### config.mk
export PLATFORM = sky130hd
export DESIGN_NAME = dmem_port_arbiter
export DESIGN_NICKNAME = d
export VERILOG_FILES = /design/src/rtl/dmem_port_arbiter.sv
export SDC_FILE = /design/constraint.sdc
export NUM_CORES = 1
export LEC_CHECK = 0
export BUFFER_PORTS_ARGS = -buffer_cell sky130_fd_sc_hd__buf_2
export CORE_UTILIZATION = 30
export DETAILED_ROUTE_END_ITERATION = 7
export GPL_TIMING_DRIVEN = 1
export HOLD_SLACK_MARGIN = 0.06
export PLACE_DENSITY = 0.69
export SLEW_MARGIN = 20
export SYNTH_ARGS = -nofsm -noshare
export SYNTH_HDL_FRONTEND = slang
export SYNTH_SLANG_ARGS = --single-unit
### constraint.sdc
create_clock -name clk -period 4.1 [get_ports clk]
set_clock_uncertainty 0.2 [all_clocks]
set_input_delay 0.82 -clock clk [delete_from_list [all_inputs] [get_ports clk]]
set_output_delay 0.82 -clock clk [all_outputs]
set_load 0.01 [all_outputs]
### src/rtl/dmem_port_arbiter.sv
// dmem_port_arbiter
//   Shares the single data-memory port between the pipeline MEM stage and a
//   debug/loader master. It sits between the EX/MEM register outputs and
//   datamemory. The pipeline has priority. A starvation counter forces one
//   debug slot after MAX_WAIT denied debug cycles, and stalls the pipeline
//   for that slot.
//
// Ports
//   clk, reset                  clock, synchronous active-high reset
//   p_re/p_we/p_addr/p_wdata/p_funct3
//                               pipeline access request (MEM stage)
//   p_rdata                     pipeline read data, same cycle (0 when not granted)
//   p_stall                     freezes the front of the pipeline for a forced debug slot
//   d_req/d_we/d_addr/d_wdata   debug request, held until d_ready
//   d_ready                     debug request accepted this cycle
//   d_rvalid/d_rdata            debug read data, one cycle after acceptance
//   m_re/m_we/m_addr/m_wdata/m_funct3/m_rdata
//                               datamemory port (combinational read)
//   stat_stall_cnt/stat_dbg_cnt only when DMEM_ARB_STATS_EN is defined:
//                               saturating counts of stall cycles and debug grants
//
// Handshakes
//   Debug side: the master holds d_req and its payload stable until it sees
//   d_ready=1 in a cycle; the request is consumed at that clock edge. A
//   consumed read returns d_rvalid=1 for exactly the next cycle, with d_rdata
//   holding until the next debug read. There is no back-pressure on d_rvalid.
//   Pipeline side: the access always completes in its own cycle unless
//   p_stall=1, in which case the same access is presented again next cycle.
//
// Configuration macro: DMEM_ARB_STATS_EN (adds the statistics counters).

module dmem_port_arbiter #(
  parameter int DM_ADDRESS = 9,
  parameter int DATA_W     = 32,
  parameter int MAX_WAIT   = 8
) (
  input  logic                  clk,
  input  logic                  reset,
  input  logic                  p_re,
  input  logic                  p_we,
  input  logic [DM_ADDRESS-1:0] p_addr,
  input  logic [DATA_W-1:0]     p_wdata,
  input  logic [2:0]            p_funct3,
  output logic [DATA_W-1:0]     p_rdata,
  output logic                  p_stall,
  input  logic                  d_req,
  input  logic                  d_we,
  input  logic [DM_ADDRESS-1:0] d_addr,
  input  logic [DATA_W-1:0]     d_wdata,
  output logic                  d_ready,
  output logic                  d_rvalid,
  output logic [DATA_W-1:0]     d_rdata,
  output logic                  m_re,
  output logic                  m_we,
  output logic [DM_ADDRESS-1:0] m_addr,
  output logic [DATA_W-1:0]     m_wdata,
  output logic [2:0]            m_funct3,
  input  logic [DATA_W-1:0]     m_rdata
`ifdef DMEM_ARB_STATS_EN
  ,
  output logic [15:0]           stat_stall_cnt,
  output logic [15:0]           stat_dbg_cnt
`endif
);

  localparam int CNT_W = $clog2(MAX_WAIT + 1);
  // Count value at which one more denied cycle completes the MAX_WAIT-th denial.
  localparam logic [CNT_W-1:0] LAST_WAIT = CNT_W'(MAX_WAIT - 1);

  typedef enum logic {
    NORM  = 1'b0,
    FORCE = 1'b1
  } state_t;

  state_t            state_q, state_d;
  logic [CNT_W-1:0]  wait_cnt, wait_cnt_d;
  logic              p_req;
  logic              p_gnt;
  logic              d_gnt;
  logic              d_rvalid_q;
  logic [DATA_W-1:0] d_rdata_q;

  assign p_req = p_re | p_we;

  // Arbitration and next state. Everything is held at zero while reset is
  // asserted so the memory sees no access during a mid-operation reset.
  always_comb begin
    state_d    = state_q;
    wait_cnt_d = wait_cnt;
    p_gnt      = 1'b0;
    d_gnt      = 1'b0;
    p_stall    = 1'b0;
    if (!reset) begin
      case (state_q)
        NORM: begin
          p_gnt = p_req;
          d_gnt = d_req & ~p_req;
          if (d_req && p_req) begin
            // The MAX_WAIT-th denial schedules the forced slot for the very
            // next cycle; the counter never goes past MAX_WAIT.
            if (wait_cnt >= LAST_WAIT) begin
              state_d    = FORCE;
              wait_cnt_d = '0;
            end else begin
              wait_cnt_d = wait_cnt + 1'b1;
            end
          end else begin
            // Either debug was granted or it is not asking: starvation resets.
            wait_cnt_d = '0;
          end
        end
        FORCE: begin
          // If debug withdrew its request, the slot falls back to the pipeline.
          d_gnt      = d_req;
          p_gnt      = p_req & ~d_req;
          p_stall    = p_req & d_req;
          state_d    = NORM;
          wait_cnt_d = '0;
        end
        default: begin
          state_d    = NORM;
          wait_cnt_d = '0;
        end
      endcase
    end
  end

  // Memory port steering by owner.
  always_comb begin
    m_re     = 1'b0;
    m_we     = 1'b0;
    m_addr   = '0;
    m_wdata  = '0;
    m_funct3 = 3'b000;
    if (p_gnt) begin
      // A simultaneous read and write is treated as a write.
      m_re     = p_re & ~p_we;
      m_we     = p_we;
      m_addr   = p_addr;
      m_wdata  = p_wdata;
      m_funct3 = p_funct3;
    end else if (d_gnt) begin
      m_re     = ~d_we;
      m_we     = d_we;
      m_addr   = d_addr;
      m_wdata  = d_wdata;
      m_funct3 = 3'b010;
    end
  end

  assign p_rdata = p_gnt ? m_rdata : '0;
  assign d_ready = d_gnt;

  // Read data registered at acceptance; masking with reset drops a response
  // that was already in flight when reset arrived.
  assign d_rvalid = d_rvalid_q & ~reset;
  assign d_rdata  = reset ? '0 : d_rdata_q;

  always_ff @(posedge clk) begin
    if (reset) begin
      state_q    <= NORM;
      wait_cnt   <= '0;
      d_rvalid_q <= 1'b0;
      d_rdata_q  <= '0;
    end else begin
      state_q    <= state_d;
      wait_cnt   <= wait_cnt_d;
      d_rvalid_q <= d_gnt & ~d_we;
      if (d_gnt && !d_we) begin
        d_rdata_q <= m_rdata;
      end
    end
  end

`ifdef DMEM_ARB_STATS_EN
  always_ff @(posedge clk) begin
    if (reset) begin
      stat_stall_cnt <= '0;
      stat_dbg_cnt   <= '0;
    end else begin
      if (p_stall && stat_stall_cnt != 16'hFFFF) begin
        stat_stall_cnt <= stat_stall_cnt + 16'd1;
      end
      if (d_gnt && stat_dbg_cnt != 16'hFFFF) begin
        stat_dbg_cnt <= stat_dbg_cnt + 16'd1;
      end
    end
  end
`endif

endmodule

Word-level counts from Yosys, hierarchy flattened. Cells that the tools add are included.

Bits in registers: 38. Input port bits: 123. Output and inout port bits: 113.

Add/subtract/negate cells: 1. Order comparisons: 1. Muxes and demuxes: 24. Bitwise operators: 13. Reductions and logical operators: 3.

Operator list (number): $mux W32 (4); $mux W9 (2); $mux W1 (10); $mux W4 (2); $pmux W4 S2 (1); $and A1 B1 Y1 (6); $not A1 Y1 (6); $pmux W1 S2 (3); $add A4 B1 Y4 const B (1); $ge A4 B3 Y1 const B (1); $mux W3 (1); $logic_and A1 B1 Y1 (2); $mux W2 (1); $logic_not A1 Y1 (1); $or A1 B1 Y1 (1).

Logic depth before layout (Yosys ltp). Gate-level depths: netlist of the first run.

Depth after elaboration: 7. Depth in mapped cells: 5. Gate-level depth less buffers: 4.

Least setup slack after synthesis of the first run. OpenSTA, ideal clock, no wires.

Path type: input to output. From: input port p_we. To: output port m_wdata[10]. Data arrival time: 1.754 ns. Required time: 3.080 ns. Path slack: 1.326 ns. Cell stages on the path: 5. Path buffers: 2. Cell sequence: o21bai_2 nor2b_1 buf_2 clkbuf_1 a22o_1.

Word-level cells in the longest chain between the ends: 7. Elaborated cells between the ends (all ways): 10. Classes of those cells: 6 x mux; 4 x bitwise.

RTL lines: start, declared (RTL line 40) `input logic p_we,`; $or A1 B1 Y1 * (RTL line 83) `assign p_req = p_re | p_we;`; $not A1 Y1 (RTL line 97) `d_gnt = d_req & ~p_req;`; $and A1 B1 Y1 (RTL line 97); $pmux W1 S2 (RTL line 94) `case (state_q)`; $mux W1 (RTL line 93) `if (!reset) begin`; $mux W32 (RTL line 142) `end else if (d_gnt) begin`; $mux W32 * (RTL line 135) `if (p_gnt) begin`; end, declared (RTL line 56) `output logic [DATA_W-1:0] m_wdata,`.

Every way passes the cells marked *; elsewhere a longest branch is shown, timed or not.

Worst setup path after layout of the first run.
From: input port reset. To: output port m_wdata[28].

Word-level cells in the longest chain between the ends: 3. Elaborated cells between the ends (all ways): 4. Classes of those cells: 4 x mux.

RTL lines: start, declared (RTL line 38) `input logic reset,`; $mux W1 (RTL line 93); $mux W32 (RTL line 142); $mux W32 * (RTL line 135).

Marked as above.

==> results.md, run 1 <==
- The run finished with clean final reports.
- met2 is the most crowded layer.
- The net count of the finished layout is ~600.
- The synthesized netlist devotes approximately 16% of its cell area to compound gates.
- The routed wire length is between 9000 and 10000 microns.
- The final period utilization is 84.63%.
- The pin count of the biggest net entering global routing is 48.
- The number of port buffers is around 240.
- During I/O placement, the number of pins put on the boundary was 236.
- After synthesis the netlist holds a flip-flop and latch count of 38.
- After global routing the overflow that remains totals 0.
- The post-route minimum period is around 3500 ps.
- The kind of start point of the critical path is an input pin.
- The average vias per placed instance is roughly 4.7.
- The share of synthesized flip-flops with an asynchronous set or reset is 0%.
- The floorplan step set the die height to a little over 90 microns.
- The detailed router placed 2788 vias in this run.
- The cell area after synthesis is 2422 sq um.
- Counting every instance in the synthesized netlist gives roughly 260.
- The highest attainable clock frequency is 0.2882 GHz.
- The setup path with the least slack is of type in -> out.
- By area the synthesized netlist is led by dfxtp_1 (31%), nor2b_1 (17%), a22o_1 (15%), mux2_2 (14%), and2_1 (8.8%).
- In this run switching power makes up between 20% and 30% of total power.
- Headroom to the max-slew limit came out at about 57%.
- After detailed routing, the number of remaining DRC violations is 0.
- The HPWL after detailed placement is between 7000 and 8000 microns.
- The most used standard cell by instance count after synthesis is nor2b_1.
- The share of Yosys cell area claimed by the top area cell type is 31.40%.
- The clock tree from TritonCTS is built.
- The most common cell type on the critical path is buf_2.
- In this run, the combinational gates consume between 20% and 30% of the power.
- The worst min-delay path startpoint is wait_cnt[0]$_SDFF_PP0_.
- The number of antenna violations at the first check in global routing came to 3.
- The design internal power is between 600 and 700 uW.
- The congestion estimate from routability-driven global placement came to ~0.87.
- The synthesized netlist devotes less than 1% of its cell area to adder and majority cells.
- The share of total power in the clock network is between 30% and 40%.
- Buffers inserted to repair hold after CTS numbered 0.
- The number of max-slew violations in the final report is 0.
- The global routing usage summed across all routing layers is between 20% and 30%.
- The global routing usage on met2 is a little over a third.
- The post-synthesis cell type with the largest combined area is dfxtp_1.
- The path with the worst hold slack has its endpoint at wait_cnt[0]$_SDFF_PP0_.
- The buffering stage count on the worst path with inverters included is 3.
- STA puts the critical path data arrival time at between 2000 and 2500 ps.
- The critical register-to-register path endpoint is d_rdata_q[29]$_SDFFE_PP0P_.
- The starting density of the core is about 31%.
- In the synthesized netlist, the cells that appear most often are nor2b_1 (66), a22o_1 (41), dfxtp_1 (38).
- For this design the ratio of total power to cell area is approximately 250 nW/um^2.
- The maximum VDD drop is between 0.00015 and 0.0002 V.
- The area growth from synthesis to layout is 56.46%.
- Counting the fill cells in the layout gives around 800.
- The xor and xnor area share after synthesis is less than 1%.
- Counting every net in the synthesized netlist gives between 300 and 400.
- The combinational family with the most area after synthesis is simple AND/OR/NAND/NOR gates.
- The maximum level of the CTS H-tree is 2.
- The first routing iteration left between 40 and 50 violations.
- Of the total synthesized cell area, the portion taken by AND, OR, NAND and NOR gates is between 30% and 40%.
- The wire length of the first global-routing pass is about 13000 microns.
- The sequential cell area fraction in the yosys report is roughly a third.
- On the critical path the largest part of the delay comes from buffers and inverters.
- The global routing usage on met1 is 23.94%.
- The data required time of the critical path is slightly above 3000 ps.
- The number of global-route vias before repair is 2581.
- Of the cells placed in the final design, the portion with a size suffix greater than 1 is about three fifths.
- After clock tree synthesis, the clock-pin slew on the worst setup and hold paths is around 70 ps.
- The worst register-to-register path begins at state_q$_SDFF_PP0_.
- The largest individual stage delay along the critical path comes from the cell buf_4.
- The critical-path maximum fanout is 37.
- The portion of synthesized area spent on multiplexers is about 15%.
- The path class of the tightest hold or removal check is reg -> reg.
- The cell sitting at the root of the clock tree is a clkbuf_8.
- The yosys synthesis warning count is 0.
- The total die area is around 8400 sq um.
- The kind of capture point of the worst setup path is an output pin.
- The hold violation total from the final report is 0.
- The per-instance average area after synthesis is between 9 and 10 sq um.
- The reported max-cap violation count is 0.
- The share of total power dissipated in sequential elements is 40.3%.
- For this run, the leading register cell type out of synthesis is dfxtp_1.
- The number of cell instances on the worst register-to-register path is 4.
- On the final layout, the worst hold slack is approximately 270 ps.
- For this design the static power due to leakage is 0.002117 uW.
- The critical path goes through buf_2, nand2b_4, nor2b_2, buf_4, a22o_1, buf_2.
- The post-cts resize count is 0.
- The count of final setup violators is 0.
- The first-pass iteration count of the detailed router is 4.
- The floorplan step defined a core boundary enclosing just under 8000 sq um.
- At the later pin of the worst-skew pair, clock insertion delay measures approximately 270 ps.
- The worst hold path cell count is 1.
- The number of different library cells used by synthesis comes to 27.
- The setup TNS is 0 ps.
- Clock tree synthesis found a total of 38 sinks.
- The met3 usage is 6.551%.
- In this run, synthesis inferred 0 flip-flops with an integrated enable.
- The worst-case clock buffer depth is 2.
- The switching power is around 240 uW.
- At the pin with the least slew margin, the transition time is roughly 650 ps.
- The number of buffers inserted to repair setup after CTS is 0.
- For this run, the slowest stage of the critical path takes around 400 ps.
- The horizontal extent of the die is 91.86 microns.
- The total number of placement rows is 32.
- In this run the register-to-register setup slack is approximately 2400 ps.
- The number of CTS-inserted buffers is 5.
- The routed length per instance is between 15 and 20 microns.
- The detail route stage leaves a number of antenna-violating nets equal to 0.
- Setup repair after global routing left no endpoint under its margin.
through the flow:
| step | setup slack (ps) | util (%) | total power, uW | std cells | cell area (sq um) |
|---|---|---|---|---|---|
| 3_3_place_gp | 643.0 | 47.25 | 616.9 | 581 | 3670 |
| 5_1_grt | 503.2 | 48.79 | 981.0 | 591 | 3790 |
| 4_1_cts | 621.6 | 48.70 | 942.4 | 588 | 3782 |
| 3_5_place_dp | 633.7 | 47.25 | 619.6 | 581 | 3670 |
| 6_report | 630.2 | 48.79 | 930.7 | 591 | 3790 |
| 2_1_floorplan | 1326 | - | 497.9 | 261 | 2422 |
per-layer routing:
metal / share of wire [%] / wire length [microns]
met5: 0 / 0
met4: 1.9 / 176
met3: 7.9 / 712
met2: 49 / 4473
met1: 41 / 3682
worst max path at each step:
stage	from	to	slack [ps]	cells after the start
after detailed placement	reset	m_wdata[31]	630	5
after floorplan	p_we	m_wdata[10]	1330	5
after CTS	reset	m_wdata[31]	620	5
after global routing	reset	m_wdata[16]	500	6
final	reset	m_wdata[28]	630	6
after global placement	reset	m_wdata[31]	640	5
cell families (layout without fill, tap and decap cells):
| group | Yosys count | in the layout |
|---|---|---|
| AOI/OAI and AO/OA | 46 | 46 |
| and+or+nand+nor | 120 | 120 |
| buffers and inverters | 23 | 248 |
| adders and majority gates | 1 | 1 |
| xor gates and xnor gates | 1 | 1 |
| other | 0 | 3 |
| DFF | 38 | 38 |
| muxes | 32 | 32 |
layout make-up:
class | count | area (sq um) | share of cell area [%]
diodes | 3 | 7.507 | 0.1981
clock buffers | 6 | 82.58 | 2.179
clock inverters | 1 | 30.03 | 0.7923
multi-input cells | 200 | 1548 | 40.84
flip-flops and latches | 38 | 760.7 | 20.07
well taps | 102 | 127.6 | 3.367
repair buffers | 241 | 1234 | 32.55
layout by cell type, fill, tap and decap left out, types with 2 or more instances in the layout:
cell type,Yosys,layout
dfxtp_1,38,38
a21oi_1,2,2
and2_1,34,34
nor3_1,2,2
nor3b_4,1,2
buf_4,0,5
mux2_2,31,31
a22o_1,41,41
nor2_1,5,5
diode_2,0,3
nand2_1,3,3
nor2b_1,66,65
buf_2,10,235
nand3b_1,2,2
nand2b_1,2,2
clkbuf_8,0,6
power by group through the flow:
stage | logic [uW] | registers [uW] | clock network, uW
2_1_floorplan | 115 | 383 | 0
3_3_place_gp | 233 | 384 | 0
3_5_place_dp | 236 | 384 | 0
4_1_cts | 237 | 375 | 330
5_1_grt | 256 | 376 | 349
6_report | 235 | 375 | 321
registers in the layout, indices dropped and copies added, names as in the netlist:
| signal | flops |
|---|---|
| state_q | 1 |
| d_rvalid_q | 1 |
| wait_cnt | 4 |
| d_rdata_q | 32 |
No activity file was read; power rests on OpenSTA's default activity.
==> inputs of run 2 (changes only) <==
Settings changed: ABC_AREA set to 1, PLACE_DENSITY 0.69 to 0.68.
Clock period 4.1 ns to 2.9 ns, I/O delays scaled along.
==> run 2 against run 1 <==
- critical path type unchanged
- critical path depth stayed put
- register-to-register slack got worse by 1300 ps
- combinational power is 57% higher
- largest cell class unchanged
- first-iteration DRC count grew to 3.1 times the previous value
- total power is 38% higher
- highest routed layer unchanged
- non-clock buffer count rose by 3
==> results.md, run 2 <==
- Summed over all layers, the global routing overflow is 0.
- The worst-case clock buffer depth is 2.
- In this run the critical register-to-register path is launched from state_q$_SDFF_PP0_.
- The routed length per instance is between 10 and 15 microns.
- The die is approximately 100 microns wide.
- The initial utilization of the core area, before any placement, comes to 31.01%.
- The average vias per placed instance is between 4 and 5.
- Setup total negative slack on the finished layout was measured at 0 ps.
- Setup repair after global routing left no endpoint under its margin.
- The final critical-path setup slack is around 420 ps.
- The post-route minimum period is about 2500 ps.
- The flip-flop count of the largest register, all copies and words added is 32.
- The global placement routability congestion is ~0.79.
- The largest stage delay on the critical path is ~420 ps.
- The top register by number of flip-flops is d_rdata_q.
- The area occupied by multi-input gates is between 1000 and 1500 sq um.
- The tightest slew margin relative to the limit is between 60% and 70%.
- For this run, asynchronously set or reset flops after synthesis account for 0%.
- The slowest stage of the critical path belongs to the cell inv_2.
- Clock-pin slew was measured on the worst setup and hold paths at about 80 ps.
- The analysis attributes to cell leakage a power of 0.002691 uW.
- Power spread over the standard cell area amounts to approximately 320 nW/um^2.
- Ranked by instance count, the synthesized netlist is headed by nand2_1 (193), nor2_1 (105), inv_1 (104).
- The vertical die dimension is 97.18 microns.
- OpenSTA, run right after detailed placement, puts the worst setup slack at 427.8 ps.
- The number of enable flip-flop cells after synthesis is 0.
- Hold repair after CTS inserted 0 buffers.
- The count of nets after finishing is about 860.
- The final period utilization is roughly 86%.
- The actual slew at the worst max-slew pin is roughly 560 ps.
- The post-synthesis cell type with the largest combined area is dfxtp_1.
- The sequential cell area fraction in the yosys report is 27.99%.
- The hold violation total from the final report is 0.
- The routed wire length is roughly 9200 microns.
- The kind of path behind the tightest hold check is reg -> reg.
- The worst min-delay path startpoint is wait_cnt[0]$_SDFF_PP0_.
- The library cell used most frequently in the layout, excluding fill and tap cells, is buf_2.
- At the worst endpoint, the arrival time is about 1700 ps.
- The post-cts resize count is 0.
- The critical path is of the in -> out type.
- The wire length of the first global-routing pass is ~15000 microns.
- The number of CTS-inserted buffers is 5.
- The synthesized instance count is 518.
- The cell area that synthesis handed to floorplanning was between 2000 and 3000 sq um.
- The count of final setup violators is 0.
- Once detail routing completed, the nets flagged for antenna violations numbered 0.
- The critical-path maximum fanout is 34.
- The area of the placeable core is approximately 8800 sq um.
- Compared with the post-synthesis result, the final layout area differs by 50.09%.
- The number of global-route vias before repair is between 3000 and 4000.
- The top cell type by area accounts for 27.99% of the synthesized area.
- The count of buffers added on input and output ports is around 240.
- The net count after synthesis is around 640.
- The total die area is around 9400 sq um.
- The tree built by TritonCTS fans out to 38 sinks.
- The number of antenna violations at the first check in global routing is 0.
- The number of unique standard cell types used by synthesis is 20.
- Entering global routing, the biggest net connects 44 pins.
- The total number of placement rows is 34.
- The number of antenna diodes in the final layout is 0.
- The first routing iteration left approximately 140 violations.
- The most used flip-flop cell after synthesis is dfxtp_1.
- The number of register bits inferred by synthesis is 38.
- For this run, design rule violations remaining after detail routing come to 0.
- The number of buffers and inverters on the critical path is 3.
- The maximum level of the CTS H-tree is 2.
- VDD sags by at most approximately 0.00021 V.
- In the post-synthesis netlist, the biggest area contributors are dfxtp_1 (28%), nand2_1 (27%), nor2_1 (15%), inv_1 (14%), nand4_1 (7.4%).
- The per-instance average area after synthesis is 5.246 sq um.
- The data required time of the critical path is between 2000 and 2500 ps.
- The filler cell count is ~940.
- Grouping stages by cell kind, the critical path spends the most delay in buffers and inverters.
- Clock tree synthesis selected as its root buffer the cell clkbuf_8.
- The run finished with clean final reports.
- The clock tree from TritonCTS is built.
- The clock reaches the later pin of the worst-skew pair after between 200 and 300 ps.
- The number of max-slew violations in the final report is 0.
- The top cell types in the final layout, fill and taps aside, are buf_2 (235), nand2_1 (193), nor2_1 (105), inv_1 (104), dfxtp_1 (38).
- The kind of capture point of the worst setup path is an output pin.
- Yosys printed 0 warnings.
- The highest attainable clock frequency is ~0.40 GHz.
- The pre-antenna-repair detailed-routing pass consisted of 4 iterations.
- nand2_1 is the most common cell in the netlist.
- The post-route netlist has between 30% and 40% of its cells at a drive strength greater than 1.
- The placed wire-length estimate after detailed placement is 7090 microns.
- The source of the critical timing path is p_we.
- Max-cap violations in this run came to 0.
- The signal on the critical path passes through buf_2, nor2_1, nor2_4, inv_2, nor2_1, buf_2.
- The total via count in the routed design is 3628.
- The kind of start point of the critical path is an input pin.
- For this run, the total global-route usage over all layers was measured as 18.80%.
- The largest registers in the layout are d_rdata_q: 32 flops, wait_cnt: 4 flops.
- The area occupied by registers is 760.7 sq um.
- The number of buffers inserted to repair setup after CTS is 0.
- The count of pins on the block boundary is 236.
## run 2: metal layers
| metal | wire length, microns | vias to the layer above | GRT usage (%) |
|---|---|---|---|
| li1 | - | 1939 | - |
| met1 | 3766 | 1519 | 21.08 |
| met2 | 4554 | 155 | 35.48 |
| met3 | 634 | 15 | 3.165 |
| met4 | 223 | 0 | 6.429 |
| met5 | 0 | - | 0 |
## run 2: logic make-up (layout without fill, tap and decap cells)
family | Yosys count | after routing | synth area share [%]
AO/OA/AOI/OAI | 3 | 3 | 0.7367
buffers and inverters | 138 | 360 | 19.98
adder cells (fa/ha/maj) | 1 | 1 | 0.4603
AND/OR/NAND/NOR | 338 | 338 | 50.83
flip-flops | 38 | 38 | 27.99
## run 2: final timing paths
check / to / slack [ps] / cells after the start
max reg2reg: d_rdata_q[21]$_SDFFE_PP0P_ / 1140 / 8
min: wait_cnt[0]$_SDFF_PP0_ / 260 / 1
max: p_rdata[15] / 420 / 6
min reg2reg: wait_cnt[0]$_SDFF_PP0_ / 260 / 1
## run 2: report_power, final
| part | leakage (uW) | internal (uW) | switching, uW |
|---|---|---|---|
| Combinational | 0.00234 | 158 | 211 |
| Sequential | 0.000308 | 532 | 3.18 |
| Clock | 0.0000472 | 191 | 189 |
## run 2: through the flow
stage	instances	util [%]	cell area [sq um]	hold slack [ps]	total power (uW)
floorplan	518	-	2718	217.6	741.0
global placement	840	45.46	3984	226.5	914.2
detailed placement	840	45.46	3984	246.5	919.3
CTS	848	46.54	4079	257.9	1301
global route	848	46.54	4079	273.0	1365
finish	848	46.54	4079	258.3	1286
## run 2: layout make-up
class | instances | area share [%]
Inverter | 108 | 9.939
Multi-Input combinational cell | 342 | 34.66
Tap cell | 108 | 3.313
Clock inverter | 2 | 0.3067
Sequential cell | 38 | 18.65
Clock buffer | 6 | 2.025
Timing Repair Buffer | 244 | 31.10
